===== config.mk =====
export PLATFORM = sky130hd
export DESIGN_NAME = alu_control
export DESIGN_NICKNAME = d
export VERILOG_FILES = /design/src/rtl/alu_control.sv
export SDC_FILE = /design/constraint.sdc
export NUM_CORES = 1
export LEC_CHECK = 0
export CORE_MARGIN = 3
export CORE_UTILIZATION = 36
export CTS_BUF_LIST = sky130_fd_sc_hd__clkbuf_8
export DETAILED_ROUTE_END_ITERATION = 12
export PLACE_DENSITY_LB_ADDON = 0.15
export SLEW_MARGIN = 20
export SYNTH_ARGS = -nofsm -noshare
export SYNTH_HDL_FRONTEND = slang
export SYNTH_SLANG_ARGS = --single-unit
export TNS_END_PERCENT = 5

===== constraint.sdc =====
create_clock -name clk -period 2 [get_ports clk]
set_input_delay 0.6 -clock clk [delete_from_list [all_inputs] [get_ports clk]]
set_output_delay 0.6 -clock clk [all_outputs]
set_load 0.05 [all_outputs]

===== src/rtl/alu_control.sv =====
// RV32 ALU control: captures one instruction, decodes it, sequences DEC/EXE/WB/ERR.
// Define ALU_CTRL_ITYPE_EN to also decode OP-IMM (I-type) arithmetic instructions.
module alu_control (
    input  logic        clk,
    input  logic        rst,
    input  logic        instr_valid,
    input  logic [31:0] instr,
    output logic        instr_ready,
    output logic [3:0]  ALUop,
    output logic [4:0]  rs1_addr,
    output logic [4:0]  rs2_addr,
    output logic [4:0]  rd_addr,
    output logic [31:0] imm,
    output logic        imm_sel,
    output logic        rd_we,
    output logic        illegal
);

    localparam logic [6:0] OPC_R = 7'b0110011;
    localparam logic [6:0] OPC_I = 7'b0010011;

    localparam logic [3:0] ALU_NONE = 4'b0000;
    localparam logic [3:0] ALU_ADD  = 4'b1001;
    localparam logic [3:0] ALU_SUB  = 4'b0001;
    localparam logic [3:0] ALU_XOR  = 4'b0010;
    localparam logic [3:0] ALU_OR   = 4'b0011;
    localparam logic [3:0] ALU_AND  = 4'b0100;
    localparam logic [3:0] ALU_SLL  = 4'b0101;
    localparam logic [3:0] ALU_SRL  = 4'b1101;

    typedef enum logic [2:0] {StIdle, StDec, StExe, StWb, StErr} state_t;

    state_t      r_state;
    state_t      w_state_next;
    logic        r_ready;
    logic        r_legal;
    logic [3:0]  r_aluop;
    logic [4:0]  r_rs1;
    logic [4:0]  r_rs2;
    logic [4:0]  r_rd;
    logic [31:0] r_imm;
    logic        r_imm_sel;
    logic        r_rd_we;
    logic        r_illegal;

    logic [6:0]  w_opcode;
    logic [2:0]  w_funct3;
    logic [6:0]  w_funct7;
    logic [4:0]  w_rs1;
    logic [4:0]  w_rs2;
    logic [4:0]  w_rd;
    logic        w_xfer;

    logic [3:0]  w_dec_op;
    logic        w_dec_legal;
    logic [4:0]  w_dec_rs2;
    logic [31:0] w_dec_imm;
    logic        w_dec_imm_sel;

    logic        w_ready_d;
    logic [3:0]  w_aluop_d;
    logic [4:0]  w_rs1_d;
    logic [4:0]  w_rs2_d;
    logic [4:0]  w_rd_d;
    logic [31:0] w_imm_d;
    logic        w_imm_sel_d;
    logic        w_rd_we_d;
    logic        w_illegal_d;

    assign w_opcode = instr[6:0];
    assign w_rd     = instr[11:7];
    assign w_funct3 = instr[14:12];
    assign w_rs1    = instr[19:15];
    assign w_rs2    = instr[24:20];
    assign w_funct7 = instr[31:25];
    assign w_xfer   = (r_state == StIdle) && instr_valid && r_ready;

    // Every legal encoding maps to a non-zero ALUop, so legality falls out of the op.
    always_comb begin
        w_dec_op      = ALU_NONE;
        w_dec_rs2     = w_rs2;
        w_dec_imm     = 32'd0;
        w_dec_imm_sel = 1'b0;
        if (w_opcode == OPC_R) begin
            case (w_funct3)
                3'b000: begin
                    if (w_funct7 == 7'b0000000) begin
                        w_dec_op = ALU_ADD;
                    end else if (w_funct7 == 7'b0100000) begin
                        w_dec_op = ALU_SUB;
                    end
                end
                3'b100:  w_dec_op = (w_funct7 == 7'd0) ? ALU_XOR : ALU_NONE;
                3'b110:  w_dec_op = (w_funct7 == 7'd0) ? ALU_OR  : ALU_NONE;
                3'b111:  w_dec_op = (w_funct7 == 7'd0) ? ALU_AND : ALU_NONE;
                3'b001:  w_dec_op = (w_funct7 == 7'd0) ? ALU_SLL : ALU_NONE;
                3'b101:  w_dec_op = (w_funct7 == 7'd0) ? ALU_SRL : ALU_NONE;
                default: w_dec_op = ALU_NONE;
            endcase
        end
`ifdef ALU_CTRL_ITYPE_EN
        else if (w_opcode == OPC_I) begin
            case (w_funct3)
                3'b000:  w_dec_op = ALU_ADD;
                3'b100:  w_dec_op = ALU_XOR;
                3'b110:  w_dec_op = ALU_OR;
                3'b111:  w_dec_op = ALU_AND;
                3'b001:  w_dec_op = (w_funct7 == 7'd0) ? ALU_SLL : ALU_NONE;
                3'b101:  w_dec_op = (w_funct7 == 7'd0) ? ALU_SRL : ALU_NONE;
                default: w_dec_op = ALU_NONE;
            endcase
            if (w_dec_op != ALU_NONE) begin
                w_dec_imm     = {{20{instr[31]}}, instr[31:20]};
                w_dec_imm_sel = 1'b1;
                w_dec_rs2     = 5'd0;
            end
        end
`endif
        w_dec_legal = (w_dec_op != ALU_NONE);
    end

    always_comb begin
        w_state_next = r_state;
        case (r_state)
            StIdle:  w_state_next = w_xfer ? StDec : StIdle;
            StDec:   w_state_next = r_legal ? StExe : StErr;
            StExe:   w_state_next = StWb;
            StWb:    w_state_next = StIdle;
            StErr:   w_state_next = StIdle;
            default: w_state_next = StIdle;
        endcase
    end

    // Outputs are computed from the next state so that they are registered with it.
    always_comb begin
        w_ready_d   = (w_state_next == StIdle);
        w_aluop_d   = ALU_NONE;
        w_rs1_d     = 5'd0;
        w_rs2_d     = 5'd0;
        w_rd_d      = 5'd0;
        w_imm_d     = 32'd0;
        w_imm_sel_d = 1'b0;
        w_rd_we_d   = 1'b0;
        w_illegal_d = 1'b0;
        case (w_state_next)
            StDec: begin
                w_aluop_d   = w_dec_op;
                w_rs1_d     = w_rs1;
                w_rs2_d     = w_dec_rs2;
                w_rd_d      = w_rd;
                w_imm_d     = w_dec_imm;
                w_imm_sel_d = w_dec_imm_sel;
            end
            StExe, StWb: begin
                w_aluop_d   = r_aluop;
                w_rs1_d     = r_rs1;
                w_rs2_d     = r_rs2;
                w_rd_d      = r_rd;
                w_imm_d     = r_imm;
                w_imm_sel_d = r_imm_sel;
                w_rd_we_d   = (w_state_next == StWb) && (r_rd != 5'd0);
            end
            StErr:   w_illegal_d = 1'b1;
            default: w_illegal_d = 1'b0;
        endcase
    end

    always_ff @(posedge clk or posedge rst) begin
        if (rst) begin
            r_state   <= StIdle;
            r_ready   <= 1'b0;
            r_legal   <= 1'b0;
            r_aluop   <= ALU_NONE;
            r_rs1     <= 5'd0;
            r_rs2     <= 5'd0;
            r_rd      <= 5'd0;
            r_imm     <= 32'd0;
            r_imm_sel <= 1'b0;
            r_rd_we   <= 1'b0;
            r_illegal <= 1'b0;
        end else begin
            r_state   <= w_state_next;
            r_ready   <= w_ready_d;
            r_aluop   <= w_aluop_d;
            r_rs1     <= w_rs1_d;
            r_rs2     <= w_rs2_d;
            r_rd      <= w_rd_d;
            r_imm     <= w_imm_d;
            r_imm_sel <= w_imm_sel_d;
            r_rd_we   <= w_rd_we_d;
            r_illegal <= w_illegal_d;
            if (w_xfer) begin
                r_legal <= w_dec_legal;
            end
        end
    end

    assign instr_ready = r_ready;
    assign ALUop       = r_aluop;
    assign rs1_addr    = r_rs1;
    assign rs2_addr    = r_rs2;
    assign rd_addr     = r_rd;
    assign imm         = r_imm;
    assign imm_sel     = r_imm_sel;
    assign rd_we       = r_rd_we;
    assign illegal     = r_illegal;

endmodule

==> run_results.csv, run 1 <==
group,metric,value,unit
detailed_routing,routed_wl,2820,um
pwr,switching_share,42.5,%
clock_tree,cts_buffer_depth,2,
global_routing,grt_first_pass_wirelength,4480,um
critical_path,cp_max_fo,5,
detailed_routing,vias_per_cell,4.47,
placed_design,gp_congestion,0.758,
final_layout,final_cell_mix,"clkdlybuf4s50_1, conb_1, buf_4",
clock_tree,numCtsBuffers,3,
clock_tree,numClockSinks,26,
sta,fmax,518,MHz
sta,whs,0.511,ns
final_layout,num-fill-cells,321,
sta,post-route-period-util,96.5,%
final_layout,final-instance-count-excl-fill,222,
die,fp.dieW,66.5,um
outcome,status,"finished, final reports clean",
critical_path,critPathKind,"in -> reg",
placed_design,post-place-ws,-0.206,ns
critical_path,worstPathCellList,"clkdlybuf4s50_1 > or4b_4 > nor3_2 > and4_4 > a41o_1",
sta,setup_ws,0.0704,ns
synth,avgSynthCellArea,11.4,sq um
clock_tree,clock_latency,0.27,ns
sta,rsz0062_at_grt,"false",
pwr,ir_worst_vdd,433,uV
sta,fin_skew,0.00215,ns
pwr,power_frac_clock,18.0,%
clock_tree,htree_levels,1,
final_layout,antenna_cells,0,
clock_tree,cts-resized-gates,0,
final_layout,drive_above_1_share,19.9,%
critical_path,cp-end-kind,"flip-flop",
pwr,power.internal,1.05,mW
final_layout,final_core_util,53.1,%
detailed_routing,drtAntennaViolNets,0,
die,die_h,66.5,um
pwr,combinationalPowerShare,44.3,%
critical_path,cp_slowest_cell,"or4b_4",
clock_tree,cts_setup_buffers,0,
final_layout,regArea,651,sq um
critical_path,slowest_delay,0.53,ns
critical_path,start_kind,"primary input",
placed_design,dp_cells,218,
placed_design,portBuffers,56,
detailed_routing,vias,993,
final_layout,multi_input_area,509,sq um
detailed_routing,drc,0,
global_routing,grt_use_total,13.5,%
final_layout,synthToLayoutAreaGrowth,38.5,%
synth,yosysWarnings,0,
critical_path,crit_required,2.21,ns
critical_path,cp.arrival,2.14,ns
final_layout,final_common_cell,"clkdlybuf4s50_1",
clock_tree,clk_pin_slew,0.08,ns
pwr,p_sw,0.779,mW
sta,setup_violations,0,
detailed_routing,drt-pass1-iter-count,4,
synth,netlist_area,0.00132,sq mm
global_routing,grt_pass1_vias,961,
pwr,p_leak,0.901,nW
sta,fin_setup_tns,0,ns
synth,ys_types,26,
clock_tree,cts_root_buf,"clkbuf_8",
critical_path,path_delay_family,"simple AND/OR/NAND/NOR gates",
sta,timing_hold_violations_final,0,
final_layout,fin_nets,212,
die,core,0.00344,sq mm
sta,fin_crit,1.93,ns
clock_tree,cts_tree,"yes",
pwr,seq_power_share,37.7,%
sta,slew_violations,0,
global_routing,grt_overflow_total,0,
critical_path,critical_path_buf_inv_count,1,
pwr,p_per_area,1000,mW/mm^2
die,rows,21,
hold_path,hp-class,"reg -> reg",
global_routing,grt_max_degree,27,
die,boundaryPins,90,
global_routing,grt_antenna_before_repair,0,
die,die-area,0.00443,sq mm
die,start_util,38.3,%
synth,postSynthCellCount,116,
synth,ys_seq_elements,26,
placed_design,dp_hpwl,2280,um
synth,ys_seq_area_share,49.3,%
detailed_routing,detail_route.wl_per_cell,12.7,um
run,maxCapViolations,0,
detailed_routing,drt_iter0_markers,41,
clock_tree,hold_buffers,0,
## per-stage QoR
| step | cell area, sq um | total power, mW |
|---|---|---|
| global placement | 1770 | 1.51 |
| detailed placement | 1770 | 1.52 |
| global route | 1830 | 1.93 |
| finish | 1830 | 1.83 |
| CTS | 1830 | 1.86 |
| floorplan | 1440 | 1.31 |
## synthesized netlist by cell type
| cell type | instances | area, sq um |
|---|---|---|
| nor2b_1 | 2 | 12.5 |
| and2_1 | 1 | 6.26 |
| nor3_1 | 1 | 5.00 |
| inv_1 | 3 | 11.3 |
| o21ai_0 | 3 | 15.0 |
| nor3_2 | 1 | 10.0 |
| nor4b_1 | 3 | 26.3 |
| and4_4 | 1 | 11.3 |
| conb_1 | 1 | 3.75 |
| nor4_1 | 1 | 6.26 |
| nand3b_1 | 1 | 7.51 |
| buf_4 | 33 | 248 |
| nor4_4 | 1 | 21.3 |
| mux2i_1 | 1 | 10.0 |
| nand2_1 | 2 | 7.51 |
| nand2b_1 | 3 | 18.8 |
| a22o_1 | 17 | 149 |
| a41o_1 | 1 | 10.0 |
| a32o_1 | 2 | 20.0 |
| buf_2 | 4 | 20.0 |
| a211oi_1 | 1 | 7.51 |
| or4b_4 | 1 | 13.8 |
| dfrtp_1 | 26 | 651 |
| nor2_1 | 3 | 11.3 |
| or3_1 | 1 | 6.26 |
| a21oi_1 | 2 | 10.0 |
## registers in the layout (all words and copies together) (netlist names), 3 cells and up
name / cells
rs1_addr: 5
rs2_addr: 5
rd_addr: 5
ALUop: 4
r_state: 3
## routing by layer
metal  part of all wire (%)  global-route usage (%)  vias up  wire [um]
li1                       -                       -      465          -
met1                     38                    16.3      485       1060
met2                     56                    22.9       41       1570
met3                    6.4                    3.37        2        180
met4                   0.35                    5.33        0         10
met5                      0                       0        -          0
## final timing paths
kind | start | end | slack [ns] | depth (start not counted)
setup / recovery | instr[26] | ALUop[2] | 0.07 | 5
hold / removal | rs2_addr[2] | rs2_addr[2] | 0.51 | 1
setup reg to reg | r_state[0] | rs2_addr[0] | 0.44 | 4
hold reg to reg | rs2_addr[2] | rs2_addr[2] | 0.51 | 1
max in group asynchronous | rst | r_state[1] | 1.08 | 3
min in group asynchronous | rst | rd_addr[2] | 0.68 | 3
## cells by family after synthesis
family | after synthesis | share of synthesized area [%]
compound gates | 26 | 16.0
buf+inv | 40 | 21.2
flops | 26 | 49.3
mux | 1 | 0.759
other cells | 1 | 0.284
simple gates | 22 | 12.4
## layout make-up
type | instances | share of cell area, %
clock buffer | 4 | 3.01
tap | 46 | 3.15
inverter | 3 | 0.616
timing repair buffer | 61 | 29.7
sequential | 26 | 35.6
multi-input combinational | 82 | 27.9
## power by group through the flow
| stage | Combinational [mW] | Clock (mW) | Sequential [mW] |
|---|---|---|---|
| after floorplan | 0.364 | 0 | 0.948 |
| after global placement | 0.816 | 0 | 0.698 |
| after detailed placement | 0.820 | 0 | 0.699 |
| after CTS | 0.821 | 0.345 | 0.691 |
| after global routing | 0.862 | 0.365 | 0.705 |
| final | 0.812 | 0.329 | 0.692 |
No activity file was read; power rests on OpenSTA's default activity.
==> inputs of run 2 (changes only) <==
--- a/config.mk
+++ b/config.mk
@@ -5,6 +5,8 @@
 export SDC_FILE = /design/constraint.sdc
 export NUM_CORES = 1
 export LEC_CHECK = 0
+export ABC_CLOCK_PERIOD_IN_PS = 2000
+export CAP_MARGIN = 20
 export CORE_MARGIN = 3
 export CORE_UTILIZATION = 36
 export CTS_BUF_LIST = sky130_fd_sc_hd__clkbuf_8
==> results of run 2 <==
Same layout as run 1: the final DEF is identical, and so are final timing and power.
==> inputs of run 3 (changes only) <==
--- a/config.mk
+++ b/config.mk
@@ -5,10 +5,11 @@
 export SDC_FILE = /design/constraint.sdc
 export NUM_CORES = 1
 export LEC_CHECK = 0
-export ABC_CLOCK_PERIOD_IN_PS = 2000
+export ABC_AREA = 1
+export ABC_CLOCK_PERIOD_IN_PS = 1900
 export CAP_MARGIN = 20
 export CORE_MARGIN = 3
-export CORE_UTILIZATION = 36
+export CORE_UTILIZATION = 37
 export CTS_BUF_LIST = sky130_fd_sc_hd__clkbuf_8
 export DETAILED_ROUTE_END_ITERATION = 12
 export PLACE_DENSITY_LB_ADDON = 0.15
==> constraint.sdc (replaced) <==
create_clock -name clk -period 1.9 [get_ports clk]
set_input_delay 0.57 -clock clk [delete_from_list [all_inputs] [get_ports clk]]
set_output_delay 0.57 -clock clk [all_outputs]
set_load 0.05 [all_outputs]
==> run 3 against run 2 <==
Against the previous run:
- final cell count up 16%
- critical endpoint is now r_legal
- worst setup slack better by 0.23 ns
- synthesized cell count up 32%
- power up 35%
- core utilization up 1.0 points
- highest routed layer unchanged
- sequential share of layout area down 1.2 points
- register-to-register slack worse by 0.02 ns
- critical path type unchanged
==> run_results.csv, run 3 <==
group,metric,value,unit
outcome,status,"finished, final reports clean",
pwr,switching_share,46.1,%
detailed_routing,drt-pass1-iter-count,5,
hold_path,whs_path_depth,1,
sta,fmax,625,MHz
synth,synth_flop_cell,"dfrtp_1",
synth,yosysMostFrequentCell,"buf_4",
critical_path,slowest_delay,0.40,ns
clock_tree,hold_buffers,0,
synth,synth_edf_count,0,
critical_path,cp.arrival,1.81,ns
detailed_routing,drt_iter0_markers,34,
clock_tree,clock_latency,0.27,ns
pwr,seq_power_share,32.4,%
global_routing,grt_first_pass_wirelength,4230,um
die,core,0.00349,sq mm
die,boundaryPins,90,
critical_path,crit_top_cell,"nor2_1",
pwr,ir_worst_vdd,436,uV
final_layout,final_common_cell,"clkdlybuf4s50_1",
run,maxCapViolations,0,
pwr,finalPower,2.48,mW
pwr,p_per_area,1310,mW/mm^2
pwr,power_frac_clock,18.1,%
clock_tree,cts-resized-gates,0,
placed_design,portBuffers,56,
synth,netlist_area,0.00140,sq mm
critical_path,r2r_end,"rd_addr[4]",
clock_tree,cts_tree,"yes",
critical_path,crit_required,2.11,ns
final_layout,multi_input_area,542,sq um
sta,fin_skew,0.00577,ns
synth,async_reset_ff_share,100,%
synth,postSynthCellCount,153,
critical_path,crit-reg2reg-launch,"r_state[2]",
critical_path,path_delay_family,"simple AND/OR/NAND/NOR gates",
hold_path,min_from,"r_legal",
sta,timing_hold_violations_final,0,
synth,ys_seq_elements,26,
sta,fin_setup_tns,0,ns
final_layout,num-fill-cells,328,
die,die-area,0.00455,sq mm
die,start_util,40.0,%
pwr,p_sw,1.15,mW
detailed_routing,drtAntennaViolNets,0,
final_layout,drive_above_1_share,18.0,%
global_routing,grt_max_degree,27,
detailed_routing,vias,1116,
final_layout,antenna_cells,0,
clock_tree,clk_pin_slew,0.09,ns
critical_path,critical_path_buf_inv_count,1,
detailed_routing,vias_per_cell,4.34,
placed_design,gp_congestion,0.749,
critical_path,r2r_cells,5,
clock_tree,htree_levels,1,
final_layout,final_core_util,54.1,%
die,rows,21,
synth,ys_seq_area_share,46.5,%
sta,setup_violations,0,
clock_tree,numClockSinks,26,
critical_path,worstPathCellList,"clkdlybuf4s50_1 > nor2_1 > nand2_1 > nor2_1 > nand2_1 > nor2_1 > nor2_1 > nand2_1 > nor2_1 > nor2_1",
detailed_routing,detail_route.wl_per_cell,11.1,um
critical_path,r2r_slack,0.42,ns
sta,rsz0062_at_grt,"false",
global_routing,grt_pass1_vias,1006,
synth,synth_top_cells_by_count,"buf_4, dfrtp_1, nand2_1",
clock_tree,cts_setup_buffers,0,
synth,synth.area.top_cells,"dfrtp_1, buf_4, nand2_1",
synth,synth_top_area_share,46.5,%
final_layout,final_cell_mix,"clkdlybuf4s50_1, conb_1, dfrtp_1",
global_routing,grt_antenna_before_repair,0,
hold_path,worstHoldEndpoint,"r_state[2]",
detailed_routing,drc,0,
pwr,p_leak,0.982,nW
synth,yosys.area.top_type,"dfrtp_1",
pwr,power.internal,1.34,mW
sta,slew_violations,0,
final_layout,fin_nets,247,
sta,fin_crit,1.60,ns
global_routing,grt_use_total,11.8,%
synth,ys_types,22,
synth,yosysWarnings,0,
sta,post-route-period-util,84.3,%
die,fp.dieW,67.5,um
global_routing,grt_overflow_total,0,
final_layout,regArea,651,sq um
critical_path,cp-startpoint,"instr[26]",
detailed_routing,routed_wl,2850,um
clock_tree,cts_root_buf,"clkbuf_8",
critical_path,cp-end-kind,"flip-flop",
critical_path,start_kind,"primary input",
placed_design,dp_hpwl,2260,um
pwr,combinationalPowerShare,49.5,%
clock_tree,numCtsBuffers,3,
synth,avgSynthCellArea,9.14,sq um
clock_tree,cts_buffer_depth,2,
critical_path,cp_max_fo,4,
critical_path,cp_slowest_cell,"clkdlybuf4s50_1",
final_layout,synthToLayoutAreaGrowth,35.2,%
die,die_h,67.5,um
critical_path,critPathKind,"in -> reg",
hold_path,hp-class,"reg -> reg",
run 3: cells by family (layout without fill, tap and decap cells):
group | Yosys count | in the layout | synth area share [%]
simple gates | 54 | 54 | 17.0
compound gates | 22 | 22 | 12.9
flops | 26 | 26 | 46.5
buf+inv | 50 | 76 | 23.3
other cells | 1 | 33 | 0.268
run 3: stage by stage:
step | setup slack, ns | std cells | hold WS, ns | area, sq um
after global placement | 0.0532 | 253 | 0.475 | 1820
after CTS | 0.291 | 257 | 0.488 | 1890
after global routing | 0.186 | 257 | 0.514 | 1890
final | 0.299 | 257 | 0.484 | 1890
after detailed placement | 0.0113 | 253 | 0.472 | 1820
after floorplan | 0.562 | 185 | 0.446 | 1520
run 3: cell type report:
type	count	share of cell area (%)
flip-flops and latches	26	34.4
multi-input cells	109	28.7
repair buffers	57	27.1
well taps	46	3.04
inverters	15	2.98
clock buffers	3	2.18
clock inverters	1	1.59
run 3: worst max path at each step:
stage	end	cells past startpoint
floorplan	r_legal	6
global placement	r_legal	10
detailed placement	r_legal	10
CTS	r_legal	10
global route	r_legal	10
finish	r_legal	10
run 3: power by group through the flow:
stage / Clock [mW] / Combinational, mW / Sequential, mW
finish: 0.449 / 1.23 / 0.804
global route: 0.477 / 1.31 / 0.822
CTS: 0.460 / 1.24 / 0.805
detailed placement: 0 / 1.23 / 0.816
global placement: 0 / 1.23 / 0.810
floorplan: 0 / 0.568 / 1.21
run 3: per-layer routing:
metal  wire [um]  vias up  track usage (%)
met2        1450       55             21.3
met4          25        0             4.56
met1        1100      519             13.9
met3         275        2             1.83
li1            -      540                -
met5           0        -                0
==> edit 1: new RTL, settings of run 2 <==
`r_rs1`, `r_rs2`, `r_rd` and `r_imm` no longer have a reset.
--- a/src/rtl/alu_control.sv
+++ b/src/rtl/alu_control.sv
@@ -171,10 +171,6 @@
             r_ready   <= 1'b0;
             r_legal   <= 1'b0;
             r_aluop   <= ALU_NONE;
-            r_rs1     <= 5'd0;
-            r_rs2     <= 5'd0;
-            r_rd      <= 5'd0;
-            r_imm     <= 32'd0;
             r_imm_sel <= 1'b0;
             r_rd_we   <= 1'b0;
             r_illegal <= 1'b0;
@@ -182,10 +178,6 @@
             r_state   <= w_state_next;
             r_ready   <= w_ready_d;
             r_aluop   <= w_aluop_d;
-            r_rs1     <= w_rs1_d;
-            r_rs2     <= w_rs2_d;
-            r_rd      <= w_rd_d;
-            r_imm     <= w_imm_d;
             r_imm_sel <= w_imm_sel_d;
             r_rd_we   <= w_rd_we_d;
             r_illegal <= w_illegal_d;
@@ -193,6 +185,13 @@
                 r_legal <= w_dec_legal;
             end
         end
+    end
+
+    always_ff @(posedge clk) begin
+        r_rs1 <= w_rs1_d;
+        r_rs2 <= w_rs2_d;
+        r_rd  <= w_rd_d;
+        r_imm <= w_imm_d;
     end
 
     assign instr_ready = r_ready;
Function: differs if rst is asserted again (counterexample within 4 cycles, from zero or initial values and one cycle with rst high); with rst held inactive, the same outputs for 10 cycles.
==> edit 1 against run 2 <==
Critical path depth increased by 1. Critical endpoint is now r_legal$_DFFE_PP0N_. Setup slack got worse by 0.0013 ns. Sequential cell count stayed put. Synthesized area increased by 2.7%. Final area is 4.1% higher. Routed wire length is 13% lower. Power up 13%. Highest routed layer unchanged. Clock skew is 0.0057 ns higher.
==> edit 1: results (changes against run 2) <==
| Metric | Value |
|---|---|
| Status | completed |
| Main area contributors after synthesis | edfxtp_1, dfrtp_1, buf_4, and2_1, nand2_1 |
| Final #Nets | 216 (+1.9%) |
| Met2 WL | 1230 µm (-22%) |
| Syn Area/Cell | 11.4 µm² (about the same) |
| Maximum VDD drop | 472 µV (+9.0%) |
| Share of cells above drive strength 1 | 19.4% (-0.44 points) |
| First-pass GRT wire length | 3710 µm (-17%) |
| Fin Hold WS | 0.484 ns (-0.0277 ns) |
| Largest net degree at the start of global routing | 19 (-30%) |
| WL met1 | 934 µm (-12%) |
| Cell Area, Placed | 0.00181 mm² (+2.0%) |
| Non-filler instance count after layout | 226 (+1.8%) |
| M1 GR Usage | 12.2% (-4.1 points) |
| GR met2 Demand/Resource | 19.0% (-3.9 points) |
| Final setup margin | 0.0691 ns (-0.00132 ns) |
| Vias | 925 (-6.8%) |
| Gr usage total | 11.2% (-2.3 points) |
| Worst Skew | 0.00786 ns (+0.00571 ns) |
| DR iter-0 viols | 38 (-7.3%) |
| Leakage power total | 0.000887 µW (-1.5%) |
| Seq/Total Area, Yosys | 53.6% (+4.3 points) |
| Global placer's final weighted congestion | 0.670 (-12%) |
| Asr flop ratio synth | 42.3% (-58 points) |
| Worst hold path depth | 2 (+1) |
| Drt total wl | 2460 µm (-13%) |
| Post-CTS Resized | 3 (+3) |
| Via count of the first global-routing pass | 843 (-12%) |
| Synth cell count leaders | buf_4, and2_1, edfxtp_1 |
| Post-place setup slack | -0.353 ns (-0.147 ns) |
| GR Util met3 | 4.16% (+0.79 points) |
| Routed wl met3 | 280 µm (+56%) |
| Post-synth EDFFs | 15 (+15) |
| Top_reg_cell synth | edfxtp_1 |
| Post-DP HPWL | 1990 µm (-12%) |
edit 1: cell count changes in the layout (fill, tap and decap cells not counted), moves of 2 or more:
cell and delta:
edfxtp_1 +15, and2_1 +14, nor2b_1 -2, o41ai_2 +2, a22o_1 -17, dfrtp_1 -15
buf_4 -2, nand2_1 +7, a32o_1 -2
edit 1: logic make-up (layout without fill, tap and decap cells):
| logic type | count (synthesis) | in the layout | synth area share (%) |
|---|---|---|---|
| compound gates | 11 | 11 | 5.82 |
| simple gates | 42 | 42 | 20.0 |
| flops | 26 | 26 | 53.6 |
| other cells | 1 | 33 | 0.277 |
| buf+inv | 38 | 67 | 19.7 |
| xor+xnor | 1 | 1 | 0.647 |
edit 1: final timing paths:
path	end	from
max	r_legal$_DFFE_PP0N_	instr[26]
min	ALUop[2]$_DFFE_PP0N_	ALUop[2]$_DFFE_PP0N_
max reg2reg	rd_addr[4]$_SDFFCE_PP0N_	r_state[0]$_DFF_PP0_
min reg2reg	ALUop[2]$_DFFE_PP0N_	ALUop[2]$_DFFE_PP0N_
max in group asynchronous	rd_we$_DFF_PP0_	rst
min in group asynchronous	ALUop[3]$_DFFE_PP0N_	rst
edit 1: area by class of cell:
| type | instances | area (µm²) |
|---|---|---|
| Fill cell | 324 | 1570 |
| Sequential cell | 26 | 726 |
| Timing Repair Buffer | 59 | 528 |
| Multi-Input combinational cell | 87 | 504 |
| Tap cell | 46 | 57.6 |
| Clock buffer | 3 | 41.3 |
| Clock inverter | 1 | 30.0 |
| Inverter | 4 | 15.0 |
edit 1: report_power, final:
group	internal (µW)	switching, µW	total, µW
Clock	267	152	420
Sequential	696	69.1	765
Combinational	272	616	888
Total	1240	838	2070
==> edit 2: new RTL, flow settings as in run 2 <==
Without the edit above. Add a define of `ALU_CTRL_ITYPE_EN`.
--- a/src/rtl/alu_control.sv
+++ b/src/rtl/alu_control.sv
@@ -1,5 +1,7 @@
 // RV32 ALU control: captures one instruction, decodes it, sequences DEC/EXE/WB/ERR.
 // Define ALU_CTRL_ITYPE_EN to also decode OP-IMM (I-type) arithmetic instructions.
+`define ALU_CTRL_ITYPE_EN
+
 module alu_control (
     input  logic        clk,
     input  logic        rst,
Check against the original RTL: not equivalent (a bounded check fails within 4 cycles, from zero or initial values and one cycle with rst high).
==> edit 2 against run 2 <==
Power grew 47%. Via count grew 56%. Setup slack better by 0.012 ns. Synthesized area up 34%. Sequential cell count is 13 higher. Combinational power rose by 43%. Maximum frequency up 0.64%. Hold slack got worse by 0.024 ns. Critical path type unchanged. Routed wire length rose by 72%. Synthesized cell count increased by 34%. Final area increased by 65%. Largest power group unchanged.
==> edit 2: results (changes against run 2) <==
| Metric | Value |
|---|---|
| Vias | 1554 (+56%) |
| Placed Cells | 304 (+39%) |
| Clock power share | 18.3% (+0.3 points) |
| Crit path largest cell delay | 0.45 ns (-0.08 ns) |
| Num CTS Buffers | 5 (+2) |
| Worst Path Max Fanout | 8 (+3) |
| Sw power | 1130 µW (+45%) |
| Multiplexer share of the synthesized area | 0% (-0.76 points) |
| Post-place setup slack | -0.417 ns (-0.211 ns) |
| Leakage power total | 0.00145 µW (+61%) |
| Number of buffers added on ports | 89 (+59%) |
| Worst EP arrival | 2.09 ns (-0.05 ns) |
| Worst Skew | 0.00585 ns (+0.00370 ns) |
| Cell Area, Placed | 0.00288 mm² (+62%) |
| NonClk Buf Share | 39.9% (+10 points) |
| Global placer's final weighted congestion | 0.797 (+5.1%) |
| Fraction of area in multi-input gates | 22.0% (-5.9 points) |
| Nonclk inv count | 2 (-1) |
| Fillers | 350 (+9.0%) |
| CTS sink cnt | 39 (+50%) |
| Non-clock buffers | 110 (+80%) |
| CTS H-tree depth | 2 (+1) |
| Post-CTS Resized | 5 (+5) |
| Maximum VDD drop | 623 µV (+44%) |
| Status | completed |
| Highest-delay cell along the critical path | clkdlybuf4s50_1 |
[edit 2: path summary, 6_finish.rpt]
kind,start,end,slack (ns),cells past startpoint
min,imm_sel$_DFFE_PP0N_,imm_sel$_DFFE_PP0N_,0.49,1
min in group asynchronous,rst,imm[0]$_DFFE_PP0N_,0.67,3
max in group asynchronous,rst,ALUop[2]$_DFFE_PP0N_,1.13,3
min reg2reg,imm_sel$_DFFE_PP0N_,imm_sel$_DFFE_PP0N_,0.49,1
max,instr[25],rs2_addr[0]$_DFFE_PP0N_,0.08,5
max reg2reg,r_state[2]$_DFF_PP0_,ALUop[3]$_DFFE_PP0N_,0.45,2
[edit 2: per-layer routing]
layer / routed length (µm) / GRT usage, % / vias to the layer above / part of all wire, %
met4: 48 / 5.80 / 0 / 0.99
met3: 275 / 4.61 / 6 / 5.7
met2: 2500 / 29.9 / 57 / 52
li1: - / - / 731 / -
met1: 2020 / 19.5 / 760 / 42
met5: 0 / 0 / - / 0
